$ cat src/rtl/vending_arbiter_if.sv
// vending_arbiter_if: panel, vendor and routing signals between the two
// customer panels, the shared vending machine and the arbiter.
// master = environment (panels + vending machine), slave = arbiter.
interface vending_arbiter_if;
  logic       req_a;
  logic       req_b;
  logic [1:0] money_a;
  logic [1:0] money_b;
  logic [1:0] select_a;
  logic [1:0] select_b;
  logic       gnt_a;
  logic       gnt_b;
  logic [1:0] vend_money;
  logic [1:0] vend_select;
  logic [1:0] vend_item;
  logic [1:0] vend_change;
  logic [1:0] item_a;
  logic [1:0] item_b;
  logic [1:0] change_a;
  logic [1:0] change_b;
  logic       coin_drop;

  modport master (
    output req_a, req_b, money_a, money_b, select_a, select_b,
    output vend_item, vend_change,
    input  gnt_a, gnt_b, vend_money, vend_select,
    input  item_a, item_b, change_a, change_b, coin_drop
  );

  modport slave (
    input  req_a, req_b, money_a, money_b, select_a, select_b,
    input  vend_item, vend_change,
    output gnt_a, gnt_b, vend_money, vend_select,
    output item_a, item_b, change_a, change_b, coin_drop
  );
endinterface

$ cat src/rtl/vending_arbiter.sv
// vending_arbiter: grants one of two panels exclusive use of the shared
// vending machine for a whole purchase, forwards only the owner's coin and
// select pulses and routes item/change back to the owner.
// Optional feature macro: VEND_ARB_RR_EN -- round-robin tie-break in IDLE;
// when undefined, panel FIXED_PRIO (0 = A, 1 = B) wins every tie.
module vending_arbiter #(
  parameter int FIXED_PRIO = 0
) (
  input  logic            clk,
  input  logic            reset,
  vending_arbiter_if.slave bus
);

  typedef enum logic [1:0] {
    ST_IDLE  = 2'b00,
    ST_OWN_A = 2'b01,
    ST_OWN_B = 2'b10
  } state_t;

  // Code 11 is illegal on both coin and select lines and is treated as idle.
  function automatic logic [1:0] legal_pulse(input logic [1:0] p);
    legal_pulse = (p == 2'b11) ? 2'b00 : p;
  endfunction

  state_t     state_r;
  state_t     next_state_s;
  logic       last_owner_r;   // 0 = A, 1 = B
  logic       last_owner_s;
  logic       tie_pick_b_s;
  logic [1:0] own_money_s;
  logic [1:0] own_select_s;
  logic       completion_s;

  logic       gnt_a_r;
  logic       gnt_b_r;
  logic [1:0] vend_money_r;
  logic [1:0] vend_select_r;
  logic       coin_drop_r;
  logic       gnt_a_s;
  logic       gnt_b_s;
  logic [1:0] vend_money_s;
  logic [1:0] vend_select_s;
  logic       coin_drop_s;

  // Tie-break selection between simultaneous requests in IDLE.
  always_comb begin
`ifdef VEND_ARB_RR_EN
    tie_pick_b_s = ~last_owner_r;
`else
    // Ownership history is still tracked but deliberately masked out here.
    tie_pick_b_s = (FIXED_PRIO != 0) | (last_owner_r & 1'b0);
`endif
  end

  // Select the current owner's sanitized pulses and detect purchase completion.
  always_comb begin
    own_money_s  = 2'b00;
    own_select_s = 2'b00;
    completion_s = 1'b0;
    case (state_r)
      ST_OWN_A: begin
        own_money_s  = legal_pulse(bus.money_a);
        own_select_s = legal_pulse(bus.select_a);
        completion_s = (bus.vend_item != 2'b00);
      end
      ST_OWN_B: begin
        own_money_s  = legal_pulse(bus.money_b);
        own_select_s = legal_pulse(bus.select_b);
        completion_s = (bus.vend_item != 2'b00);
      end
      default: begin
        own_money_s  = 2'b00;
        own_select_s = 2'b00;
        completion_s = 1'b0;
      end
    endcase
  end

  // State register.
  always_ff @(posedge clk or posedge reset) begin
    if (reset) begin
      state_r <= ST_IDLE;
    end else begin
      state_r <= next_state_s;
    end
  end

  // Next-state logic: arbitrate in IDLE, hold ownership until the item appears.
  always_comb begin
    next_state_s = state_r;
    case (state_r)
      ST_IDLE: begin
        if (bus.req_a && bus.req_b) begin
          next_state_s = tie_pick_b_s ? ST_OWN_B : ST_OWN_A;
        end else if (bus.req_a) begin
          next_state_s = ST_OWN_A;
        end else if (bus.req_b) begin
          next_state_s = ST_OWN_B;
        end else begin
          next_state_s = ST_IDLE;
        end
      end
      ST_OWN_A: begin
        if (completion_s) begin
          next_state_s = ST_IDLE;
        end else begin
          next_state_s = ST_OWN_A;
        end
      end
      ST_OWN_B: begin
        if (completion_s) begin
          next_state_s = ST_IDLE;
        end else begin
          next_state_s = ST_OWN_B;
        end
      end
      default: next_state_s = ST_IDLE;
    endcase
  end

  // Output logic: next values of the registered outputs and ownership history.
  always_comb begin
    gnt_a_s       = (next_state_s == ST_OWN_A);
    gnt_b_s       = (next_state_s == ST_OWN_B);
    vend_money_s  = 2'b00;
    vend_select_s = 2'b00;
    coin_drop_s   = 1'b0;
    last_owner_s  = last_owner_r;
    if (completion_s) begin
      // Pulses on the completion edge are discarded; flag any that were real.
      coin_drop_s = (own_money_s != 2'b00) || (own_select_s != 2'b00);
    end else begin
      vend_money_s  = own_money_s;
      vend_select_s = own_select_s;
    end
    if ((state_r == ST_IDLE) && (next_state_s == ST_OWN_A)) begin
      last_owner_s = 1'b0;
    end else if ((state_r == ST_IDLE) && (next_state_s == ST_OWN_B)) begin
      last_owner_s = 1'b1;
    end else begin
      last_owner_s = last_owner_r;
    end
  end

  // Output and history registers; reset leaves last_owner at B so A wins the first tie.
  always_ff @(posedge clk or posedge reset) begin
    if (reset) begin
      gnt_a_r       <= 1'b0;
      gnt_b_r       <= 1'b0;
      vend_money_r  <= 2'b00;
      vend_select_r <= 2'b00;
      coin_drop_r   <= 1'b0;
      last_owner_r  <= 1'b1;
    end else begin
      gnt_a_r       <= gnt_a_s;
      gnt_b_r       <= gnt_b_s;
      vend_money_r  <= vend_money_s;
      vend_select_r <= vend_select_s;
      coin_drop_r   <= coin_drop_s;
      last_owner_r  <= last_owner_s;
    end
  end

  assign bus.gnt_a       = gnt_a_r;
  assign bus.gnt_b       = gnt_b_r;
  assign bus.vend_money  = vend_money_r;
  assign bus.vend_select = vend_select_r;
  assign bus.coin_drop   = coin_drop_r;

  // Vendor results go straight back to the owner only; the grant gates them.
  assign bus.item_a   = gnt_a_r ? bus.vend_item   : 2'b00;
  assign bus.item_b   = gnt_b_r ? bus.vend_item   : 2'b00;
  assign bus.change_a = gnt_a_r ? bus.vend_change : 2'b00;
  assign bus.change_b = gnt_b_r ? bus.vend_change : 2'b00;

endmodule
$ cat src/flat_wrapper.sv
// flat-port wrapper written by rule: the top's interface ports become plain ports
module vending_arbiter_flat 
#(
  parameter int FIXED_PRIO = 0
)
  (clk, reset, bus_req_a, bus_req_b, bus_money_a, bus_money_b, bus_select_a, bus_select_b, bus_vend_item, bus_vend_change, bus_gnt_a, bus_gnt_b, bus_vend_money, bus_vend_select, bus_item_a, bus_item_b, bus_change_a, bus_change_b, bus_coin_drop);
  vending_arbiter_if bus_i ();
  input  logic clk;
  input  logic reset;
  input wire logic [$bits(bus_i.req_a)-1:0] bus_req_a;
  input wire logic [$bits(bus_i.req_b)-1:0] bus_req_b;
  input wire logic [$bits(bus_i.money_a)-1:0] bus_money_a;
  input wire logic [$bits(bus_i.money_b)-1:0] bus_money_b;
  input wire logic [$bits(bus_i.select_a)-1:0] bus_select_a;
  input wire logic [$bits(bus_i.select_b)-1:0] bus_select_b;
  input wire logic [$bits(bus_i.vend_item)-1:0] bus_vend_item;
  input wire logic [$bits(bus_i.vend_change)-1:0] bus_vend_change;
  output wire logic [$bits(bus_i.gnt_a)-1:0] bus_gnt_a;
  output wire logic [$bits(bus_i.gnt_b)-1:0] bus_gnt_b;
  output wire logic [$bits(bus_i.vend_money)-1:0] bus_vend_money;
  output wire logic [$bits(bus_i.vend_select)-1:0] bus_vend_select;
  output wire logic [$bits(bus_i.item_a)-1:0] bus_item_a;
  output wire logic [$bits(bus_i.item_b)-1:0] bus_item_b;
  output wire logic [$bits(bus_i.change_a)-1:0] bus_change_a;
  output wire logic [$bits(bus_i.change_b)-1:0] bus_change_b;
  output wire logic [$bits(bus_i.coin_drop)-1:0] bus_coin_drop;
  assign bus_i.req_a = bus_req_a;
  assign bus_i.req_b = bus_req_b;
  assign bus_i.money_a = bus_money_a;
  assign bus_i.money_b = bus_money_b;
  assign bus_i.select_a = bus_select_a;
  assign bus_i.select_b = bus_select_b;
  assign bus_i.vend_item = bus_vend_item;
  assign bus_i.vend_change = bus_vend_change;
  assign bus_gnt_a = bus_i.gnt_a;
  assign bus_gnt_b = bus_i.gnt_b;
  assign bus_vend_money = bus_i.vend_money;
  assign bus_vend_select = bus_i.vend_select;
  assign bus_item_a = bus_i.item_a;
  assign bus_item_b = bus_i.item_b;
  assign bus_change_a = bus_i.change_a;
  assign bus_change_b = bus_i.change_b;
  assign bus_coin_drop = bus_i.coin_drop;
  vending_arbiter #(.FIXED_PRIO(FIXED_PRIO)) u_core (.clk(clk), .reset(reset), .bus(bus_i));
endmodule
$ cat config.mk
export PLATFORM = sky130hd
export DESIGN_NAME = vending_arbiter_flat
export DESIGN_NICKNAME = d
export VERILOG_FILES = /design/src/rtl/vending_arbiter_if.sv /design/src/rtl/vending_arbiter.sv /design/src/flat_wrapper.sv
export SDC_FILE = /design/constraint.sdc
export NUM_CORES = 1
export LEC_CHECK = 0
export CAP_MARGIN = 20
export CORE_MARGIN = 2
export CORE_UTILIZATION = 38
export DETAILED_ROUTE_END_ITERATION = 10
export PLACE_DENSITY = 0.81
export SLEW_MARGIN = 20
export SYNTH_ARGS = -nofsm -noshare
export SYNTH_HDL_FRONTEND = slang
export SYNTH_SLANG_ARGS = --single-unit
$ cat constraint.sdc
create_clock -name clk -period 2.95 [get_ports clk]
set_input_delay 0.59 -clock clk [delete_from_list [all_inputs] [get_ports clk]]
set_output_delay 0.59 -clock clk [all_outputs]
set_load 0.05 [all_outputs]
==> impl_metrics.toml <==
[logic_synthesis]
synthCells = 51
synth.most_common_cell = "dfrtp_1"
dominantRegCellSynth = "dfrtp_1"
synthesis.area_um2 = 518
synth-seq-cells = 9
avgSynthCellArea_um2 = 10.2
yosys_warnings = 0
synthTopCellsByArea = "dfrtp_1 (43%), and2_1 (9.7%), ha_1 (9.7%)"
syn_nets = 71
async_flop_share_pct = 100
synth.top_cell.area_share_pct = 43.5
ys_top_cells_by_count = "dfrtp_1 (9), and2_1 (8), nand2_1 (8)"
ys_seq_area_share_pct = 43.5
synth_largest_area_cell = "dfrtp_1"
synth_edf_count = 0
ys_types = 14

[sta]
min_period_ps = 2570
setup_viol = 0
period_share_pct = 87.1
finalHoldViolCount = 0
slew_viol_final = 0
maxSlewHeadroom_pct = 65.8
rsz0062_at_grt = "false"
clock_skew_ps = 2.63
worst_pin_slew_ps = 512
tns_ps = 0
fmax_mhz = 389

[clocking]
cts_htree_levels = 1
cts_root_buffer = "clkbuf_4"
cts_tree = "built"
cts_buffers = 3
cts.repair.resized = 0
ctsLongestPathBuffers = 2
clk_latency_ps = 260
cts_hold_buf = 0
cts_setup_buffers = 0
clk_pin_slew_worst_paths_ps = 60
cts_sinks = 9

[worst_setup_path]
cp_max_fo = 2
arrival_ps = 1980
crit_chain = "clkdlybuf4s50_1 > and2_1 > clkdlybuf4s50_1"
r2r_start = "u_core.state_r[0]"
max_stage_delay_ps = 810
r2r_end = "u_core.bus.gnt_b"
cp_slowest_cell = "clkdlybuf4s50_1"
critPathMostFrequentCell = "clkdlybuf4s50_1"
crit_required_ps = 2360
critPathTopFamily = "buffers and inverters"
cp-start-kind = "input pin"
r2r_slack_ps = 1600
worst-path-buf-inv = 2
crit_type = "in2out"
r2r_cells = 5
critPathCaptureType = "output pin"

[route]
antenna_left = 0
drtPass1Iterations = 4
vias = 465
via_per_inst = 4.65
wl_per_cell_um = 11.4
wl_mm = 1.14
drc = 0
drtIter0Drc = 6

[floorplanning]
die_h_um = 40.9
ios = 31
die_area_um2 = 1670
fp.dieW_um = 40.9
core-area_um2 = 1280
placementRows = 13
floorplan.initialDensity_pct = 40.3

[grt]
antenna_found_initial = 0
grt_max_degree = 10
track_usage_pct = 17.3
grt-ovfl-total = 0
grt_pass1_vias = 452
grt_pass1_wl_mm = 1.83

[power]
p_per_area_nw_per_um2 = 907
ir_worst_vdd_v = 0.000580
leakage_uw = 0.000365

[place]
hpwl_um = 963
port_buffers = 30
gp_congestion = 0.694

[worst_hold_path]
hold_path_class = "in2async"

[cells_and_area]
final_util_pct = 66.4
fillers = 102
nets = 106
drive_gt1_share_pct = 15.3
areaGrowthSynthToFinish_pct = 64.7
diodes = 0

[outcome]
status = "completed"

[job]
drv_cap = 0
[final cells by class]
class	instances	area (µm²)	area share, %
Multi-Input combinational cell	39	282	33.0
Inverter	3	11.3	1.32
Timing Repair Buffer	30	290	34.0
Clock buffer	4	26.3	3.08
Tap cell	15	18.8	2.20
Sequential cell	9	225	26.4
[placed cells by master, fill, tap and decap left out]
cell	n
clkdlybuf4s50_1	26
dfrtp_1	9
nand2_1	8
and2_1	8
nor2_1	7
ha_1	4
buf_4	4
inv_1	3
clkbuf_4	3
nand3b_1	2
o21a_1	2
nor3b_2	2
o22a_1	2
o21ai_2	1
a2bb2oi_2	1
a22oi_2	1
a41oi_2	1
clkbuf_1	1
[through the flow]
step	power [µW]	area (µm²)	hold slack (ps)	std cells	setup WS, ps
after floorplan	538	518	418	51	1220
after global placement	680	827	704	96	391
after detailed placement	688	827	706	96	376
after CTS	783	853	594	100	378
after global routing	823	853	634	100	338
final	774	853	589	100	380
[report_power, final]
part,internal [µW],switching [µW],leakage (µW)
sequential,159,25.8,0.000121
combinational,188,310,0.000230
clock,51.9,39.3,0.0000150
total,399,375,0.000365
[worst max-delay path by stage]
stage                                   from              end  slack [ps]  cells past startpoint
after detailed placement  bus_vend_change[0]  bus_change_b[0]         380                      3
after CTS                 bus_vend_change[0]  bus_change_b[0]         380                      3
final                     bus_vend_change[0]  bus_change_b[0]         380                      3
after global routing      bus_vend_change[1]  bus_change_b[1]         340                      3
after floorplan             u_core.bus.gnt_a  bus_change_a[0]        1220                      1
after global placement    bus_vend_change[0]  bus_change_b[0]         390                      3
[logic make-up (layout without fill, tap and decap cells)]
family / Yosys count / after routing / share of synthesized area (%)
AND/OR/NAND/NOR: 27 / 27 / 28.3
flip-flops: 9 / 9 / 43.5
AO/OA/AOI/OAI: 8 / 8 / 16.4
adder cells (fa/ha/maj): 4 / 4 / 9.66
buffers and inverters: 3 / 37 / 2.17
[routing by layer]
layer | track usage (%) | vias up | wire length, µm
met5 | 0 | - | 0
met4 | 5.00 | 0 | 0
met3 | 8.15 | 0 | 83
met1 | 16.8 | 214 | 435
met2 | 31.6 | 15 | 616
li1 | - | 236 | -
[state kept, by name (all words and copies together) (netlist names)]
signal / flops
u_core.bus.vend_money: 2
u_core.bus.vend_select: 2
u_core.state_r: 2
u_core.bus.coin_drop: 1
u_core.bus.gnt_b: 1
u_core.bus.gnt_a: 1
No activity file was read; power rests on OpenSTA's default activity.
